### config.mk
export PLATFORM = sky130hd
export DESIGN_NAME = bram_march_ctrl
export DESIGN_NICKNAME = d
export VERILOG_FILES = /design/src/rtl/bram_march_ctrl.sv
export SDC_FILE = /design/constraint.sdc
export NUM_CORES = 1
export LEC_CHECK = 0
export ABC_AREA = 0
export BUFFER_PORTS_ARGS = -buffer_cell sky130_fd_sc_hd__buf_2
export CAP_MARGIN = 10
export CORE_MARGIN = 5
export CORE_UTILIZATION = 57
export CTS_CLUSTER_DIAMETER = 120
export DETAILED_ROUTE_END_ITERATION = 8
export GPL_TIMING_DRIVEN = 0
export PLACE_DENSITY = 0.8
export SYNTH_ARGS = -nofsm -noshare
export SYNTH_HDL_FRONTEND = slang
export SYNTH_SLANG_ARGS = --single-unit
### constraint.sdc
create_clock -name clk -period 4.6 [get_ports clk]
set_clock_uncertainty 0.2 [all_clocks]
set_input_delay 0.23 -clock clk [delete_from_list [all_inputs] [get_ports clk]]
set_output_delay 0.23 -clock clk [all_outputs]
set_load 0.05 [all_outputs]
### src/rtl/bram_march_ctrl.sv
// March self-test sequencer for a true-dual-port BRAM: writes through port A,
// reads through port B (1-cycle read latency), counts and locates mismatches.
module bram_march_ctrl #(
  parameter int              AW        = 17,
  parameter int              DW        = 8,
  parameter int unsigned     ADDR_LAST = 2**AW-1,
  parameter logic [DW-1:0]   PAT       = 8'hA6,
  parameter int              ID        = 0
) (
  input  logic          clk,
  input  logic          rst,
  input  logic          start,
  output logic          busy,
  output logic          done,
  output logic          pass,
  output logic [15:0]   err_cnt,
  output logic [AW-1:0] first_err_addr,
  output logic          en_a,
  output logic          we_a,
  output logic [AW-1:0] addr_a,
  output logic [DW-1:0] din_a,
  output logic          en_b,
  output logic [AW-1:0] addr_b,
  input  logic [DW-1:0] dout_b
);

  typedef enum logic [2:0] {IDLE, M0, M1, M2, M3, DRAIN, FIN} state_e;

  localparam logic [AW-1:0] LAST = AW'(ADDR_LAST);

  // ID only tags an instance for simulation tooling; it carries no hardware.
  if (ID < 0) begin : g_id_tag
  end

  state_e        state_q, state_d;
  logic [AW-1:0] addr_q, addr_d;
  logic          phase_q, phase_d;
  logic          busy_q, busy_d;
  logic          done_q, done_d;
  logic          pass_q, pass_d;
  logic [15:0]   err_q, err_d;
  logic [AW-1:0] ferr_q, ferr_d;

  logic          en_a_q, en_a_d;
  logic          we_a_q, we_a_d;
  logic [AW-1:0] addr_a_q, addr_a_d;
  logic [DW-1:0] din_a_q, din_a_d;
  logic          en_b_q, en_b_d;
  logic [AW-1:0] addr_b_q, addr_b_d;
  logic [DW-1:0] exp_b_q, exp_b_d;

  // Read-return stage: describes the data arriving on dout_b this cycle.
  logic          rd_vld_q;
  logic [AW-1:0] rd_addr_q;
  logic [DW-1:0] rd_exp_q;
  logic          mismatch;

  always_comb begin
    state_d  = state_q;
    addr_d   = addr_q;
    phase_d  = phase_q;
    pass_d   = pass_q;
    err_d    = err_q;
    ferr_d   = ferr_q;
    done_d   = 1'b0;
    mismatch = rd_vld_q && (dout_b != rd_exp_q);

    case (state_q)
      IDLE: begin
        if (start) begin
          state_d = M0;
          addr_d  = '0;
          phase_d = 1'b0;
          err_d   = '0;
          ferr_d  = '0;
          pass_d  = 1'b0;
        end
      end
      M0: begin
        if (addr_q == LAST) begin
          state_d = M1;
          addr_d  = '0;
        end else begin
          addr_d = addr_q + 1'b1;
        end
      end
      M1: begin
        phase_d = ~phase_q;
        if (phase_q) begin
          if (addr_q == LAST) begin
            state_d = M2;
            addr_d  = LAST;
          end else begin
            addr_d = addr_q + 1'b1;
          end
        end
      end
      M2: begin
        phase_d = ~phase_q;
        if (phase_q) begin
          if (addr_q == '0) begin
            state_d = M3;
            addr_d  = '0;
          end else begin
            addr_d = addr_q - 1'b1;
          end
        end
      end
      M3: begin
        if (addr_q == LAST) begin
          state_d = DRAIN;
        end else begin
          addr_d = addr_q + 1'b1;
        end
      end
      DRAIN: state_d = FIN;
      FIN: begin
        state_d = IDLE;
        done_d  = 1'b1;
        pass_d  = (err_q == 16'd0);
      end
      default: state_d = IDLE;
    endcase

    if (mismatch) begin
      if (err_q != 16'hFFFF) err_d = err_q + 16'd1;
      if (err_q == 16'd0)    ferr_d = rd_addr_q;
    end

    busy_d = (state_d != IDLE);

    // Port commands are derived from the upcoming state so the registered
    // outputs line up with the cycle that state occupies.
    en_a_d   = 1'b0;
    we_a_d   = 1'b0;
    en_b_d   = 1'b0;
    addr_a_d = addr_a_q;
    din_a_d  = din_a_q;
    addr_b_d = addr_b_q;
    exp_b_d  = exp_b_q;
    case (state_d)
      M0: begin
        en_a_d   = 1'b1;
        we_a_d   = 1'b1;
        addr_a_d = addr_d;
        din_a_d  = PAT;
      end
      M1, M2: begin
        if (!phase_d) begin
          en_b_d   = 1'b1;
          addr_b_d = addr_d;
          exp_b_d  = (state_d == M1) ? PAT : ~PAT;
        end else begin
          en_a_d   = 1'b1;
          we_a_d   = 1'b1;
          addr_a_d = addr_d;
          din_a_d  = (state_d == M1) ? ~PAT : PAT;
        end
      end
      M3: begin
        en_b_d   = 1'b1;
        addr_b_d = addr_d;
        exp_b_d  = PAT;
      end
      default: ;
    endcase
  end

  always_ff @(posedge clk) begin
    if (rst) begin
      state_q   <= IDLE;
      addr_q    <= '0;
      phase_q   <= 1'b0;
      busy_q    <= 1'b0;
      done_q    <= 1'b0;
      pass_q    <= 1'b0;
      err_q     <= '0;
      ferr_q    <= '0;
      en_a_q    <= 1'b0;
      we_a_q    <= 1'b0;
      addr_a_q  <= '0;
      din_a_q   <= '0;
      en_b_q    <= 1'b0;
      addr_b_q  <= '0;
      exp_b_q   <= '0;
      rd_vld_q  <= 1'b0;
      rd_addr_q <= '0;
      rd_exp_q  <= '0;
    end else begin
      state_q   <= state_d;
      addr_q    <= addr_d;
      phase_q   <= phase_d;
      busy_q    <= busy_d;
      done_q    <= done_d;
      pass_q    <= pass_d;
      err_q     <= err_d;
      ferr_q    <= ferr_d;
      en_a_q    <= en_a_d;
      we_a_q    <= we_a_d;
      addr_a_q  <= addr_a_d;
      din_a_q   <= din_a_d;
      en_b_q    <= en_b_d;
      addr_b_q  <= addr_b_d;
      exp_b_q   <= exp_b_d;
      rd_vld_q  <= en_b_q;
      rd_addr_q <= addr_b_q;
      rd_exp_q  <= exp_b_q;
    end
  end

  assign busy           = busy_q;
  assign done           = done_q;
  assign pass           = pass_q;
  assign err_cnt        = err_q;
  assign first_err_addr = ferr_q;
  assign en_a           = en_a_q;
  assign we_a           = we_a_q;
  assign addr_a         = addr_a_q;
  assign din_a          = din_a_q;
  assign en_b           = en_b_q;
  assign addr_b         = addr_b_q;

endmodule

==> insert_results.sql, run 1 <==
INSERT INTO impl_metrics (metric_group, metric, value, unit) VALUES
('outcome', 'run_status', 'finished, final reports clean', ''),
('cts', 'ctsLongestPathBuffers', '2', ''),
('synth', 'ys_seq_elements', '117', ''),
('timing', 'final_min_period_over_clock_period', '96.4', '%'),
('timing', 'timing.final.crit_period', '4.43', 'ns'),
('routing', 'via_count', '6149', ''),
('timing', 'slew_headroom', '33.2', '%'),
('setup_path', 'worstPathRequired', '4.86', 'ns'),
('floorplanning', 'placementRows', '37', ''),
('floorplanning', 'core', '10200', 'µm²'),
('place', 'globalplace.congestion', '0.974', ''),
('synth', 'synth_top_flop_cell', 'sky130_fd_sc_hd__dfxtp_1', ''),
('synth', 'synth.distinct_cells', '74', ''),
('setup_path', 'path_max_fanout', '11', ''),
('grt', 'grt_max_degree', '17', ''),
('grt', 'grtUsageTotal', '30.1', '%'),
('pwr', 'static-leakage-power', '2.87', 'nW'),
('routing', 'dr.pass1.iters', '5', ''),
('floorplanning', 'die_y', '112', 'µm'),
('final_layout', 'area_growth_syn_to_layout', '20.8', '%'),
('routing', 'detail_route.vias_per_cell', '6.28', ''),
('final_layout', 'layout-drive-gt1-share', '19.6', '%'),
('min_path', 'hold_wc_path_type', 'in2reg', ''),
('floorplanning', 'die_width', '112', 'µm'),
('synth', 'synth-edff-count', '0', ''),
('routing', 'ant_nets', '0', ''),
('final_layout', 'nets', '850', ''),
('flow_run', 'timing.max_cap.violations', '0', ''),
('synth', 'synthesis.yosys.warnings', '0', ''),
('floorplanning', 'die_area', '12500', 'µm²'),
('timing', 'hold_violations', '0', ''),
('grt', 'grt_pass1_vias', '5889', ''),
('timing', 'timing.fmax', '226', 'MHz'),
('timing', 'setup-violations-final', '0', ''),
('setup_path', 'setup.worst_path.end_class', 'register', ''),
('routing', 'totalWireLength', '19100', 'µm'),
('min_path', 'worstHoldStart', 'rst', ''),
('synth', 'mapped_area', '5900', 'µm²'),
('grt', 'global_route.overflow_total', '0', ''),
('synth', 'synth-async-reset-ratio', '0', '%'),
('cts', 'clock-root-buffer', 'sky130_fd_sc_hd__clkbuf_8', ''),
('routing', 'wl_per_cell', '19.6', 'µm'),
('grt', 'wire_length_of_the_first_global_routing_pass', '30600', 'µm'),
('floorplanning', 'initial_utilization', '57.7', '%'),
('synth', 'synth_fp_nets', '739', ''),
('setup_path', 'cp-start-kind', 'register', ''),
('synth', 'synth-seq-area-share', '39.7', '%'),
('routing', 'dr_wl_met3', '1530', 'µm'),
('final_layout', 'antenna_cells', '0', ''),
('place', 'dp_worst_setup_slack', '-0.165', 'ns'),
('timing', 'setup_repair_after_global_routing_missed_its_margin', 'no', ''),
('setup_path', 'critical_path_arrival', '4.69', 'ns'),
('synth', 'syn_area_per_cell', '8.21', 'µm²'),
('cts', 'cts_inserted_buffers', '17', ''),
('routing', 'drt_iter0_drc', '631', ''),
('routing', 'detail_route.drc_violations', '0', ''),
('synth', 'synthesized_netlist_cell_count', '719', ''),
('pwr', 'power_per_cell_area', '354', 'nW/µm²'),
('setup_path', 'critical_path.startpoint', 'addr_q[0]', ''),
('cts', 'worst_setup_hold_path_clk_slew', '0.06', 'ns'),
('setup_path', 'critPathKind', 'reg2reg', ''),
('routing', 'wl_met2', '9120', 'µm'),
('cts', 'clock_latency', '0.51', 'ns'),
('floorplanning', 'pin_count', '92', ''),
('place', 'numPortBuffers', '90', ''),
('routing', 'routedLengthMet1', '7860', 'µm'),
('cts', 'holdBufCountCts', '0', ''),
('cts', 'htreeDepth', '4', ''),
('cts', 'tritoncts', 'yes', ''),
('place', 'detailed_place_hpwl', '13600', 'µm'),
('timing', 'tns', '0', 'ns'),
('setup_path', 'critical_path.reg2reg.startpoint', 'addr_q[0]', ''),
('timing', 'post-route-worst-setup-slack', '0.166', 'ns'),
('routing', 'topRoutingLayerUsed', 'met4', ''),
('timing', 'worstMarginPinSlew', '0.992', 'ns'),
('grt', 'grt_antenna_before_repair', '0', ''),
('pwr', 'ir_worst_vdd', '265', 'µV'),
('timing', 'report.final.slew_viol_count', '0', ''),
('cts', 'numClockSinks', '117', '');
-- stage by stage --
stage          area [µm²]  instances  total power [mW]  hold WS [ns]  util (%)
4_1_cts              7090        977              2.51      0.000523      69.3
6_report             7130        979              2.52       0.00490      69.7
2_1_floorplan        5900        719              1.21         0.217         -
5_1_grt              7130        979              2.59        0.0140      69.7
3_3_place_gp         6520        945              1.27         0.222      63.8
3_5_place_dp         6520        945              1.27         0.226      63.8
-- kinds of logic after synthesis --
| family | after synthesis | synth area share [%] |
|---|---|---|
| simple gates | 290 | 26.1 |
| xor+xnor | 19 | 2.82 |
| compound gates | 192 | 21.4 |
| buf+inv | 83 | 6.34 |
| fa+ha+maj | 9 | 1.91 |
| mux | 9 | 1.72 |
| flops | 117 | 39.7 |
-- where the power goes --
group	switching, mW	internal (mW)	leakage (nW)
combinational	0.161	0.0541	1.66
clock	0.536	0.729	0.272
sequential	0.0111	1.03	0.946
total	0.708	1.81	2.87
-- layout by cell type (no fill, tap or decap), drive strengths merged, types with 5 or more instances in the layout --
cell and n:
clkbuf 67, nor3 21, xnor2 15, ha 9, or4 5, mux2i 6, o21ai 43, nand2b 7
nor4 17, dfxtp 117, nor2b 25, nand3 37, o31ai 10, a211oi 19, or3 10, nand4 9
nand2 49, and3 7, clkinv 8, and2 5, inv 21, a31oi 5, nor2 68, and4 6
a21oi 59, buf 108, or2 6
-- registers in the layout (all words and copies together), names as in the netlist --
register,count
rd_exp_q,2
en_b,1
pass,1
err_cnt,16
first_err_addr,17
rd_vld_q,1
phase_q,1
state_q,3
we_a,1
done,1
rd_addr_q,17
busy,1
exp_b_q,2
addr_b,17
addr_q,17
din_a,2
addr_a,17
-- synthesized netlist by cell type (5+ instances only) --
master	n	area, µm²
sky130_fd_sc_hd__a211oi_1	17	128
sky130_fd_sc_hd__a21oi_1	59	295
sky130_fd_sc_hd__a31oi_1	5	31.3
sky130_fd_sc_hd__and2_1	5	31.3
sky130_fd_sc_hd__and3_1	7	43.8
sky130_fd_sc_hd__and4_1	6	52.6
sky130_fd_sc_hd__buf_2	5	25.0
sky130_fd_sc_hd__buf_4	7	52.6
sky130_fd_sc_hd__clkbuf_1	48	180
sky130_fd_sc_hd__dfxtp_1	117	2340
sky130_fd_sc_hd__ha_1	9	113
sky130_fd_sc_hd__inv_1	17	63.8
sky130_fd_sc_hd__mux2i_1	6	60.1
sky130_fd_sc_hd__nand2_1	49	184
sky130_fd_sc_hd__nand2b_1	7	43.8
sky130_fd_sc_hd__nand3_1	37	185
sky130_fd_sc_hd__nand4_1	9	56.3
sky130_fd_sc_hd__nor2_1	68	255
sky130_fd_sc_hd__nor2b_1	25	156
sky130_fd_sc_hd__nor3_1	20	100
sky130_fd_sc_hd__nor4_1	17	106
sky130_fd_sc_hd__o21ai_0	43	215
sky130_fd_sc_hd__o31ai_1	10	75.1
sky130_fd_sc_hd__or2_2	5	31.3
sky130_fd_sc_hd__or3_1	10	62.6
sky130_fd_sc_hd__xnor2_1	15	131
-- critical path, stage by stage (launching register included) --
cell	delay (ns)
sky130_fd_sc_hd__dfxtp_1	0.50
sky130_fd_sc_hd__ha_1	0.33
sky130_fd_sc_hd__nand4_1	0.30
sky130_fd_sc_hd__nor3_4	0.31
sky130_fd_sc_hd__nand3_1	0.17
sky130_fd_sc_hd__inv_1	0.09
sky130_fd_sc_hd__ha_1	0.27
sky130_fd_sc_hd__inv_1	0.18
sky130_fd_sc_hd__clkbuf_2	0.29
sky130_fd_sc_hd__ha_1	0.25
sky130_fd_sc_hd__or4b_2	0.60
sky130_fd_sc_hd__o211ai_1	0.12
sky130_fd_sc_hd__o21ai_0	0.11
sky130_fd_sc_hd__o311ai_0	0.22
sky130_fd_sc_hd__and2_1	0.27
sky130_fd_sc_hd__mux2_4	0.15
-- final cells by class --
type	instances	area, µm²
clock inverters	15	150
flip-flops and latches	117	2340
fillers	856	3100
inverters	17	63.8
clock buffers	17	414
repair buffers	92	460
plain buffers	66	312
well taps	136	170
multi-input cells	519	3220
-- final timing paths --
check        cells past startpoint  slack (ns)           endpoint
max                             15        0.17          addr_b[0]
min                              2       0.005       rd_addr_q[1]
max reg2reg                     15        0.17          addr_b[0]
min reg2reg                      2        0.24  first_err_addr[6]
-- routing by layer --
layer | global-route usage, % | vias up
met5 | 0 | -
met4 | 12.7 | 0
met3 | 5.82 | 52
met2 | 50.4 | 345
met1 | 37.8 | 2912
li1 | - | 2840
-- timing repair --
item / in CTS / in global routing
gates resized for setup: 2 / 6
setup endpoints to repair: 19 / 14
buffers inserted: 0 / 0
(Power assumes the default switching activity.)
==> run 2: changes to the inputs <==
--- a/config.mk
+++ b/config.mk
@@ -5,7 +5,7 @@
 export SDC_FILE = /design/constraint.sdc
 export NUM_CORES = 1
 export LEC_CHECK = 0
-export ABC_AREA = 0
+export ABC_AREA = 1
 export BUFFER_PORTS_ARGS = -buffer_cell sky130_fd_sc_hd__buf_2
 export CAP_MARGIN = 10
 export CORE_MARGIN = 5
==> insert_results.sql, run 2 <==
INSERT INTO impl_metrics (metric_group, metric, value, unit) VALUES
('setup_path', 'cell_by_cell_trace_of_the_critical_path', 'ha_1 -> nand3_1 -> nor2_1 -> nand3_1 -> nor3_1 -> ha_1 -> buf_2 -> inv_2 -> nand2_1 -> nand2_4 -> a21oi_4 -> nand3_4 -> o21ai_4 -> nand2_4 -> buf_6 -> a21oi_2', ''),
('routing', 'drt_iter0_drc', '688', ''),
('place', 'numPortBuffers', '90', ''),
('routing', 'dr.pass1.iters', '7', ''),
('setup_path', 'timing.reg2reg.setup_slack', '0.66', 'ns'),
('min_path', 'hold_wc_path_type', 'in2reg', ''),
('timing', 'slew_headroom', '53.4', '%'),
('cts', 'cts_setup_buffers', '0', ''),
('synth', 'netlist.top_cell.by_area', 'sky130_fd_sc_hd__dfxtp_1', ''),
('synth', 'leading_cell_types_by_count_after_synthesis', '237 x sky130_fd_sc_hd__nand2_1, 117 x sky130_fd_sc_hd__dfxtp_1, 116 x sky130_fd_sc_hd__nor2_1', ''),
('floorplanning', 'placementRows', '38', ''),
('cts', 'worst_setup_hold_path_clk_slew', '0.06', 'ns'),
('setup_path', 'timing.critical_path.depth', '16', ''),
('synth', 'synth-async-reset-ratio', '0', '%'),
('timing', 'tns', '0', 'ns'),
('final_layout', 'final_cell_area', '7410', 'µm²'),
('cts', 'cts_inserted_buffers', '17', ''),
('pwr', 'switching_share', '26.4', '%'),
('synth', 'synthesis.yosys.warnings', '0', ''),
('setup_path', 'critical_path.startpoint', 'addr_q[1]', ''),
('setup_path', 'critical_path.reg2reg.endpoint', 'addr_b[7]', ''),
('cts', 'clock-root-buffer', 'sky130_fd_sc_hd__clkbuf_8', ''),
('place', 'globalplace.congestion', '0.991', ''),
('synth', 'mapped_area', '6190', 'µm²'),
('floorplanning', 'initial_utilization', '57.6', '%'),
('synth', 'synth-edff-count', '0', ''),
('setup_path', 'critical_path.slowest_cell', 'sky130_fd_sc_hd__dfxtp_1', ''),
('final_layout', 'most-common-layout-cells', '237 x sky130_fd_sc_hd__nand2_1, 117 x sky130_fd_sc_hd__dfxtp_1, 116 x sky130_fd_sc_hd__nor2_1', ''),
('pwr', 'netSwitchingPower', '0.671', 'mW'),
('setup_path', 'cp-start-kind', 'register', ''),
('synth', 'yosys.area.top_type_share', '37.8', '%'),
('setup_path', 'path_max_fanout', '10', ''),
('setup_path', 'critical_path_arrival', '4.20', 'ns'),
('grt', 'grtUsageTotal', '28.2', '%'),
('floorplanning', 'die_y', '114', 'µm'),
('timing', 'hold_violations', '0', ''),
('final_layout', 'fill_cells', '964', ''),
('setup_path', 'setup.worst_path.end_class', 'register', ''),
('floorplanning', 'pin_count', '92', ''),
('final_layout', 'layout-drive-gt1-share', '17.1', '%'),
('routing', 'detail_route.drc_violations', '0', ''),
('timing', 'final_min_period_over_clock_period', '85.6', '%'),
('floorplanning', 'die_area', '13000', 'µm²'),
('synth', 'ys_seq_elements', '117', ''),
('grt', 'wire_length_of_the_first_global_routing_pass', '29100', 'µm'),
('pwr', 'intPower', '1.87', 'mW'),
('cts', 'tritoncts', 'yes', ''),
('final_layout', 'final_common_cell', 'sky130_fd_sc_hd__nand2_1', ''),
('place', 'detailed_place_hpwl', '13200', 'µm'),
('synth', 'synth_top_flop_cell', 'sky130_fd_sc_hd__dfxtp_1', ''),
('setup_path', 'critPathKind', 'reg2reg', ''),
('timing', 'timing.fmax', '254', 'MHz'),
('flow_run', 'timing.max_cap.violations', '0', ''),
('grt', 'global_route.overflow_total', '0', ''),
('pwr', 'pwr-share-seq', '41.0', '%'),
('synth', 'yosysMostFrequentCell', 'sky130_fd_sc_hd__nand2_1', ''),
('final_layout', 'flip_flop_and_latch_area', '2340', 'µm²'),
('final_layout', 'antenna_cells', '0', ''),
('routing', 'wl_per_cell', '15.2', 'µm'),
('place', 'placed_area', '6820', 'µm²'),
('grt', 'grt_pass1_vias', '5869', ''),
('synth', 'synth_fp_nets', '952', ''),
('synth', 'synth.top_cells.by_area', 'sky130_fd_sc_hd__dfxtp_1 38%, sky130_fd_sc_hd__nand2_1 14%, sky130_fd_sc_hd__nor2_1 7.0%, sky130_fd_sc_hd__nand3_1 6.7%, sky130_fd_sc_hd__inv_1 6.1%', ''),
('floorplanning', 'die_width', '114', 'µm'),
('grt', 'grt_max_degree', '17', ''),
('cts', 'htreeDepth', '4', ''),
('pwr', 'power_per_cell_area', '343', 'nW/µm²'),
('cts', 'ctsLongestPathBuffers', '2', ''),
('timing', 'setup_repair_after_global_routing_missed_its_margin', 'no', ''),
('setup_path', 'critical-path-top-delay-family', 'simple AND/OR/NAND/NOR gates', ''),
('grt', 'grt_antenna_before_repair', '0', ''),
('setup_path', 'critical_path.reg2reg.startpoint', 'addr_q[1]', ''),
('pwr', 'power.combinational.fraction', '8.6', '%'),
('synth', 'syn_area_per_cell', '6.64', 'µm²'),
('routing', 'detail_route.vias_per_cell', '5.47', ''),
('outcome', 'run_status', 'finished, final reports clean', ''),
('setup_path', 'timing.critical_path.to', 'addr_b[7]', ''),
('timing', 'setup-violations-final', '0', ''),
('cts', 'cts.repair.resized', '0', ''),
('final_layout', 'area_growth_syn_to_layout', '19.7', '%'),
('synth', 'synth-seq-area-share', '37.8', '%'),
('pwr', 'clockPowerShare', '50.4', '%'),
('setup_path', 'cp_slowest_stage_delay', '0.47', 'ns'),
('setup_path', 'cp_num_buf_inv', '3', ''),
('pwr', 'ir_worst_vdd', '407', 'µV'),
('floorplanning', 'core', '10700', 'µm²'),
('setup_path', 'worst_r2r_path_depth', '16', ''),
('synth', 'synth.distinct_cells', '38', ''),
('final_layout', 'nets', '1063', ''),
('routing', 'ant_nets', '0', ''),
('routing', 'totalWireLength', '18200', 'µm'),
('timing', 'report.final.slew_viol_count', '0', ''),
('cts', 'numClockSinks', '117', ''),
('routing', 'via_count', '6531', ''),
('setup_path', 'worstPathRequired', '4.86', 'ns'),
('timing', 'timing.final.crit_period', '3.94', 'ns'),
('min_path', 'hold_depth', '6', ''),
('timing', 'worstMarginPinSlew', '0.697', 'ns'),
('final_layout', 'multi_input_area', '3210', 'µm²'),
('cts', 'clock_latency', '0.53', 'ns'),
('synth', 'synthesized_netlist_cell_count', '932', ''),
('pwr', 'static-leakage-power', '3.70', 'nW');
## run 2: cell types whose count changed after synthesis, moves of 12 or more
cell | previous run | this run
sky130_fd_sc_hd__nor2b_1 | 25 | 0
sky130_fd_sc_hd__inv_1 | 17 | 100
sky130_fd_sc_hd__xor2_1 | 4 | 21
sky130_fd_sc_hd__clkbuf_1 | 48 | 19
sky130_fd_sc_hd__xnor2_1 | 15 | 2
sky130_fd_sc_hd__a211oi_1 | 17 | 0
sky130_fd_sc_hd__nor2_1 | 68 | 116
sky130_fd_sc_hd__nor3_1 | 20 | 8
sky130_fd_sc_hd__o21ai_0 | 43 | 69
sky130_fd_sc_hd__nor4_1 | 17 | 1
sky130_fd_sc_hd__nand3_1 | 37 | 83
sky130_fd_sc_hd__nand2_1 | 49 | 237
## run 2: kinds of logic after synthesis
logic type / count (synthesis) / share of synthesized area [%]
adders and majority gates: 9 / 1.82
and+or+nand+nor: 484 / 33.5
xor gates and xnor gates: 23 / 3.25
buffers and inverters: 149 / 10.3
DFF: 117 / 37.8
AOI/OAI and AO/OA: 150 / 13.3
## run 2: worst min path at each step
stage / slack, ns / to / start
6_report: 0.20 / err_cnt[4] / dout_b[3]
5_1_grt: 0.25 / rd_exp_q[5] / exp_b_q[5]
3_5_place_dp: 0.22 / rd_vld_q / en_b
3_3_place_gp: 0.21 / rd_vld_q / en_b
2_1_floorplan: 0.20 / rd_exp_q[5] / exp_b_q[5]
4_1_cts: 0.19 / err_cnt[4] / dout_b[3]
## run 2: cell type report
class / instances / share of cell area, %
Inverter: 105 / 5.32
Timing Repair Buffer: 92 / 6.35
Clock buffer: 18 / 5.77
Clock inverter: 13 / 2.01
Multi-Input combinational cell: 666 / 43.3
Buffer: 44 / 3.26
Sequential cell: 117 / 31.6
Tap cell: 140 / 2.36
## run 2: stage by stage
stage	worst slack, ns	std cells	power [mW]	util (%)	hold WS (ns)
floorplan	1.59	932	1.22	-	0.200
global placement	0.804	1162	1.28	63.4	0.208
detailed placement	0.787	1162	1.28	63.4	0.217
CTS	0.750	1195	2.55	69.0	0.187
global route	0.355	1195	2.62	69.0	0.248
finish	0.664	1195	2.54	69.0	0.202
## run 2: what timing repair did
action / 4_1_cts / 5_1_grt
hold buffers: 2 / 0
setup endpoints to repair: 0 / 0
endpoints found under the hold margin: 6 / 0
## run 2: worst reg2reg max path: cells and delay by family (launching register included)
family / cells / cell delay, ns
and+or+nand+nor: 8 / 1.54
AOI/OAI and AO/OA: 3 / 0.62
buffers and inverters: 3 / 0.57
DFF: 1 / 0.47
adders and majority gates: 2 / 0.47
## run 2: power groups by stage
stage | Combinational (mW) | Sequential, mW | Clock (mW)
after floorplan | 0.109 | 1.11 | 0
after CTS | 0.218 | 1.04 | 1.28
after global placement | 0.212 | 1.06 | 0
after detailed placement | 0.214 | 1.06 | 0
after global routing | 0.236 | 1.04 | 1.34
final | 0.219 | 1.04 | 1.28
## run 2: routing by layer
layer / global-route usage, % / up-vias / share of wire, % / wire, µm
met5: 0 / - / 0 / 0
met4: 10.9 / 0 / 2.3 / 426
met3: 5.29 / 45 / 9.4 / 1710
met2: 44.2 / 331 / 45 / 8240
met1: 38.7 / 2955 / 43 / 7800
li1: - / 3200 / - / -
==> run 3: changes to the inputs <==
--- a/config.mk
+++ b/config.mk
@@ -9,11 +9,12 @@
 export BUFFER_PORTS_ARGS = -buffer_cell sky130_fd_sc_hd__buf_2
 export CAP_MARGIN = 10
 export CORE_MARGIN = 5
-export CORE_UTILIZATION = 57
+export CORE_UTILIZATION = 59
+export CTS_BUF_LIST = sky130_fd_sc_hd__clkbuf_2
 export CTS_CLUSTER_DIAMETER = 120
 export DETAILED_ROUTE_END_ITERATION = 8
 export GPL_TIMING_DRIVEN = 0
-export PLACE_DENSITY = 0.8
+export PLACE_DENSITY = 0.82
 export SYNTH_ARGS = -nofsm -noshare
 export SYNTH_HDL_FRONTEND = slang
 export SYNTH_SLANG_ARGS = --single-unit
==> constraint.sdc (replaced) <==
create_clock -name clk -period 3.8 [get_ports clk]
set_clock_uncertainty 0.2 [all_clocks]
set_input_delay 0.19 -clock clk [delete_from_list [all_inputs] [get_ports clk]]
set_output_delay 0.19 -clock clk [all_outputs]
set_load 0.05 [all_outputs]
==> insert_results.sql, run 3 (synthesized netlist as in run 2, its figures left out) <==
INSERT INTO impl_metrics (metric_group, metric, value, unit) VALUES
('routing', 'topRoutingLayerUsed', 'met4', ''),
('cts', 'cts_setup_buffers', '0', ''),
('cts', 'numClockSinks', '117', ''),
('place', 'globalplace.congestion', '0.965', ''),
('setup_path', 'critical_path.slowest_cell', 'sky130_fd_sc_hd__dfxtp_2', ''),
('pwr', 'switching_share', '34.1', '%'),
('timing', 'setup-violations-final', '0', ''),
('setup_path', 'cell_by_cell_trace_of_the_critical_path', 'ha_1 -> nand3_1 -> nor2_4 -> nand3_2 -> nor3_2 -> ha_1 -> buf_2 -> inv_2 -> nand2_1 -> a31oi_1 -> nand2_1 -> nand3_1 -> nand2_2 -> buf_2 -> nand3_1 -> a21oi_1', ''),
('final_layout', 'nets', '1065', ''),
('setup_path', 'critPathKind', 'reg2reg', ''),
('pwr', 'static-leakage-power', '3.59', 'nW'),
('routing', 'detail_route.drc_violations', '0', ''),
('min_path', 'hold_depth', '7', ''),
('outcome', 'run_status', 'finished, final reports clean', ''),
('setup_path', 'critical_path.reg2reg.endpoint', 'addr_a[1]', ''),
('cts', 'ctsLongestPathBuffers', '2', ''),
('routing', 'ant_nets', '0', ''),
('pwr', 'power_per_cell_area', '340', 'nW/µm²'),
('timing', 'final_min_period_over_clock_period', '92.6', '%'),
('setup_path', 'setup.worst_path.end_class', 'register', ''),
('min_path', 'hold_wc_path_type', 'in2reg', ''),
('routing', 'wl_per_cell', '15.5', 'µm'),
('timing', 'hold_violations', '0', ''),
('final_layout', 'final_common_cell', 'sky130_fd_sc_hd__nand2_1', ''),
('pwr', 'ir_worst_vdd', '441', 'µV'),
('setup_path', 'cp_slowest_stage_delay', '0.46', 'ns'),
('grt', 'grt_max_degree', '17', ''),
('cts', 'clock-root-buffer', 'sky130_fd_sc_hd__clkbuf_2', ''),
('grt', 'grt_antenna_before_repair', '0', ''),
('final_layout', 'antenna_cells', '0', ''),
('grt', 'grt_pass1_vias', '5930', ''),
('place', 'detailed_place_hpwl', '13600', 'µm'),
('pwr', 'intPower', '1.60', 'mW'),
('setup_path', 'worstPathRequired', '4.18', 'ns'),
('setup_path', 'timing.reg2reg.setup_slack', '0.28', 'ns'),
('timing', 'post-route-worst-setup-slack', '0.280', 'ns'),
('routing', 'via_count', '6565', ''),
('routing', 'dr.pass1.iters', '7', ''),
('flow_run', 'timing.max_cap.violations', '0', ''),
('routing', 'drt_iter0_drc', '628', ''),
('cts', 'tritoncts', 'yes', ''),
('setup_path', 'path_max_fanout', '10', ''),
('routing', 'wl_met2', '8140', 'µm'),
('place', 'dp_worst_setup_slack', '0.0126', 'ns'),
('timing', 'worstMarginPinSlew', '0.695', 'ns'),
('cts', 'worst_setup_hold_path_clk_slew', '0.24', 'ns'),
('cts', 'cts_inserted_buffers', '17', ''),
('routing', 'totalWireLength', '18500', 'µm'),
('pwr', 'power.combinational.fraction', '11.0', '%'),
('routing', 'routedLengthMet1', '8090', 'µm'),
('grt', 'grtUsageTotal', '29.0', '%'),
('pwr', 'clockPowerShare', '36.9', '%'),
('pwr', 'netSwitchingPower', '0.830', 'mW'),
('floorplanning', 'core', '10300', 'µm²'),
('floorplanning', 'die_width', '112', 'µm'),
('grt', 'global_route.overflow_total', '0', ''),
('floorplanning', 'die_y', '112', 'µm'),
('min_path', 'worstHoldStart', 'dout_b[6]', ''),
('setup_path', 'critical_path_arrival', '3.90', 'ns'),
('floorplanning', 'placementRows', '37', ''),
('setup_path', 'worst_r2r_path_depth', '16', ''),
('floorplanning', 'initial_utilization', '60.2', '%'),
('timing', 'timing.fmax', '284', 'MHz'),
('cts', 'htreeDepth', '4', ''),
('routing', 'dr_wl_met3', '1940', 'µm'),
('timing', 'report.final.slew_viol_count', '0', ''),
('timing', 'tns', '0', 'ns'),
('floorplanning', 'pin_count', '92', ''),
('cts', 'clock_latency', '0.68', 'ns'),
('setup_path', 'crit_path_frequent_cell', 'sky130_fd_sc_hd__nand3_1', ''),
('final_layout', 'area_growth_syn_to_layout', '15.4', '%'),
('setup_path', 'cp-start-kind', 'register', ''),
('grt', 'wire_length_of_the_first_global_routing_pass', '29900', 'µm'),
('place', 'numPortBuffers', '90', ''),
('routing', 'detail_route.vias_per_cell', '5.50', ''),
('floorplanning', 'die_area', '12600', 'µm²'),
('pwr', 'pwr-share-seq', '52.1', '%'),
('final_layout', 'layout-drive-gt1-share', '17.8', '%'),
('setup_path', 'critical_path.reg2reg.startpoint', 'addr_q[0]', ''),
('min_path', 'hold-path-endpoint', 'err_cnt[12]', ''),
('final_layout', 'most-common-layout-cells', '237 x sky130_fd_sc_hd__nand2_1, 114 x sky130_fd_sc_hd__nor2_1, 114 x sky130_fd_sc_hd__dfxtp_1', ''),
('timing', 'timing.final.crit_period', '3.52', 'ns'),
('timing', 'slew_headroom', '53.6', '%'),
('timing', 'setup_repair_after_global_routing_missed_its_margin', 'no', '');
run 3: cell count changes in the layout (fill, tap and decap cells not counted), sizes merged:
cell         delta
clkbuf          -2
dlygate4sd3     +2
clkinvlp        -1
clkinv          -3
inv             +7
buf             +1
bufinv          -1
run 3: final cells by class:
cell class              instances  area (µm²)
repair buffers                 94         490
flip-flops and latches        117        2350
clock inverters                15         183
plain buffers                  44         241
multi-input cells             666        3230
well taps                     136         170
clock buffers                  17        85.1
fillers                       950        3140
inverters                     105         394
run 3: how the worst max path moves through the flow:
stage | startpoint | end | slack [ns] | cells after the start
after detailed placement | addr_q[1] | addr_b[7] | 0.01 | 16
after CTS | addr_q[0] | addr_a[1] | 0.06 | 16
after global routing | addr_q[1] | addr_a[1] | 0.004 | 16
after global placement | addr_q[1] | addr_b[5] | 0.04 | 16
final | addr_q[0] | addr_a[1] | 0.28 | 16
after floorplan | addr_q[1] | addr_b[0] | 0.79 | 16
run 3: what timing repair did:
item                                    in CTS  in global routing
endpoints found under the setup margin      11                 43
hold buffers                                 4                  0
resized for setup                            1                  8
pin swaps                                    0                  0
gates cloned                                 0                  0
hold endpoints to repair                    16                  0
run 3: metrics by stage:
step                std cells  hold WS, ns  util [%]  cell area, µm²  power [mW]
CTS                      1194       0.0156      69.3            7120        2.43
global placement         1158        0.208      66.3            6810        1.55
global route             1194        0.117      69.5            7140        2.51
finish                   1194       0.0638      69.5            7140        2.43
detailed placement       1158        0.208      66.3            6810        1.55
floorplan                 932        0.200         -            6190        1.48
run 3: metal layers:
metal  vias to the layer above  global-route usage, %
met3                        38                   7.33
met4                         0                   7.21
met2                       341                   44.9
met1                      2978                   40.9
li1                       3208                      -
met5                         -                      0
run 3: power by group through the flow:
| stage | Sequential (mW) | Combinational [mW] | Clock (mW) |
|---|---|---|---|
| 3_3_place_gp | 1.29 | 0.258 | 0 |
| 3_5_place_dp | 1.29 | 0.260 | 0 |
| 6_report | 1.27 | 0.267 | 0.896 |
| 2_1_floorplan | 1.35 | 0.132 | 0 |
| 5_1_grt | 1.27 | 0.286 | 0.950 |
| 4_1_cts | 1.27 | 0.265 | 0.897 |
run 3: worst max-delay path, delay by kind of cell, from the launching register on:
kind	cells	cell delay (ns)
and+or+nand+nor	9	1.44
buffers and inverters	3	0.63
adders and majority gates	2	0.39
DFF	1	0.46
AOI/OAI and AO/OA	2	0.33
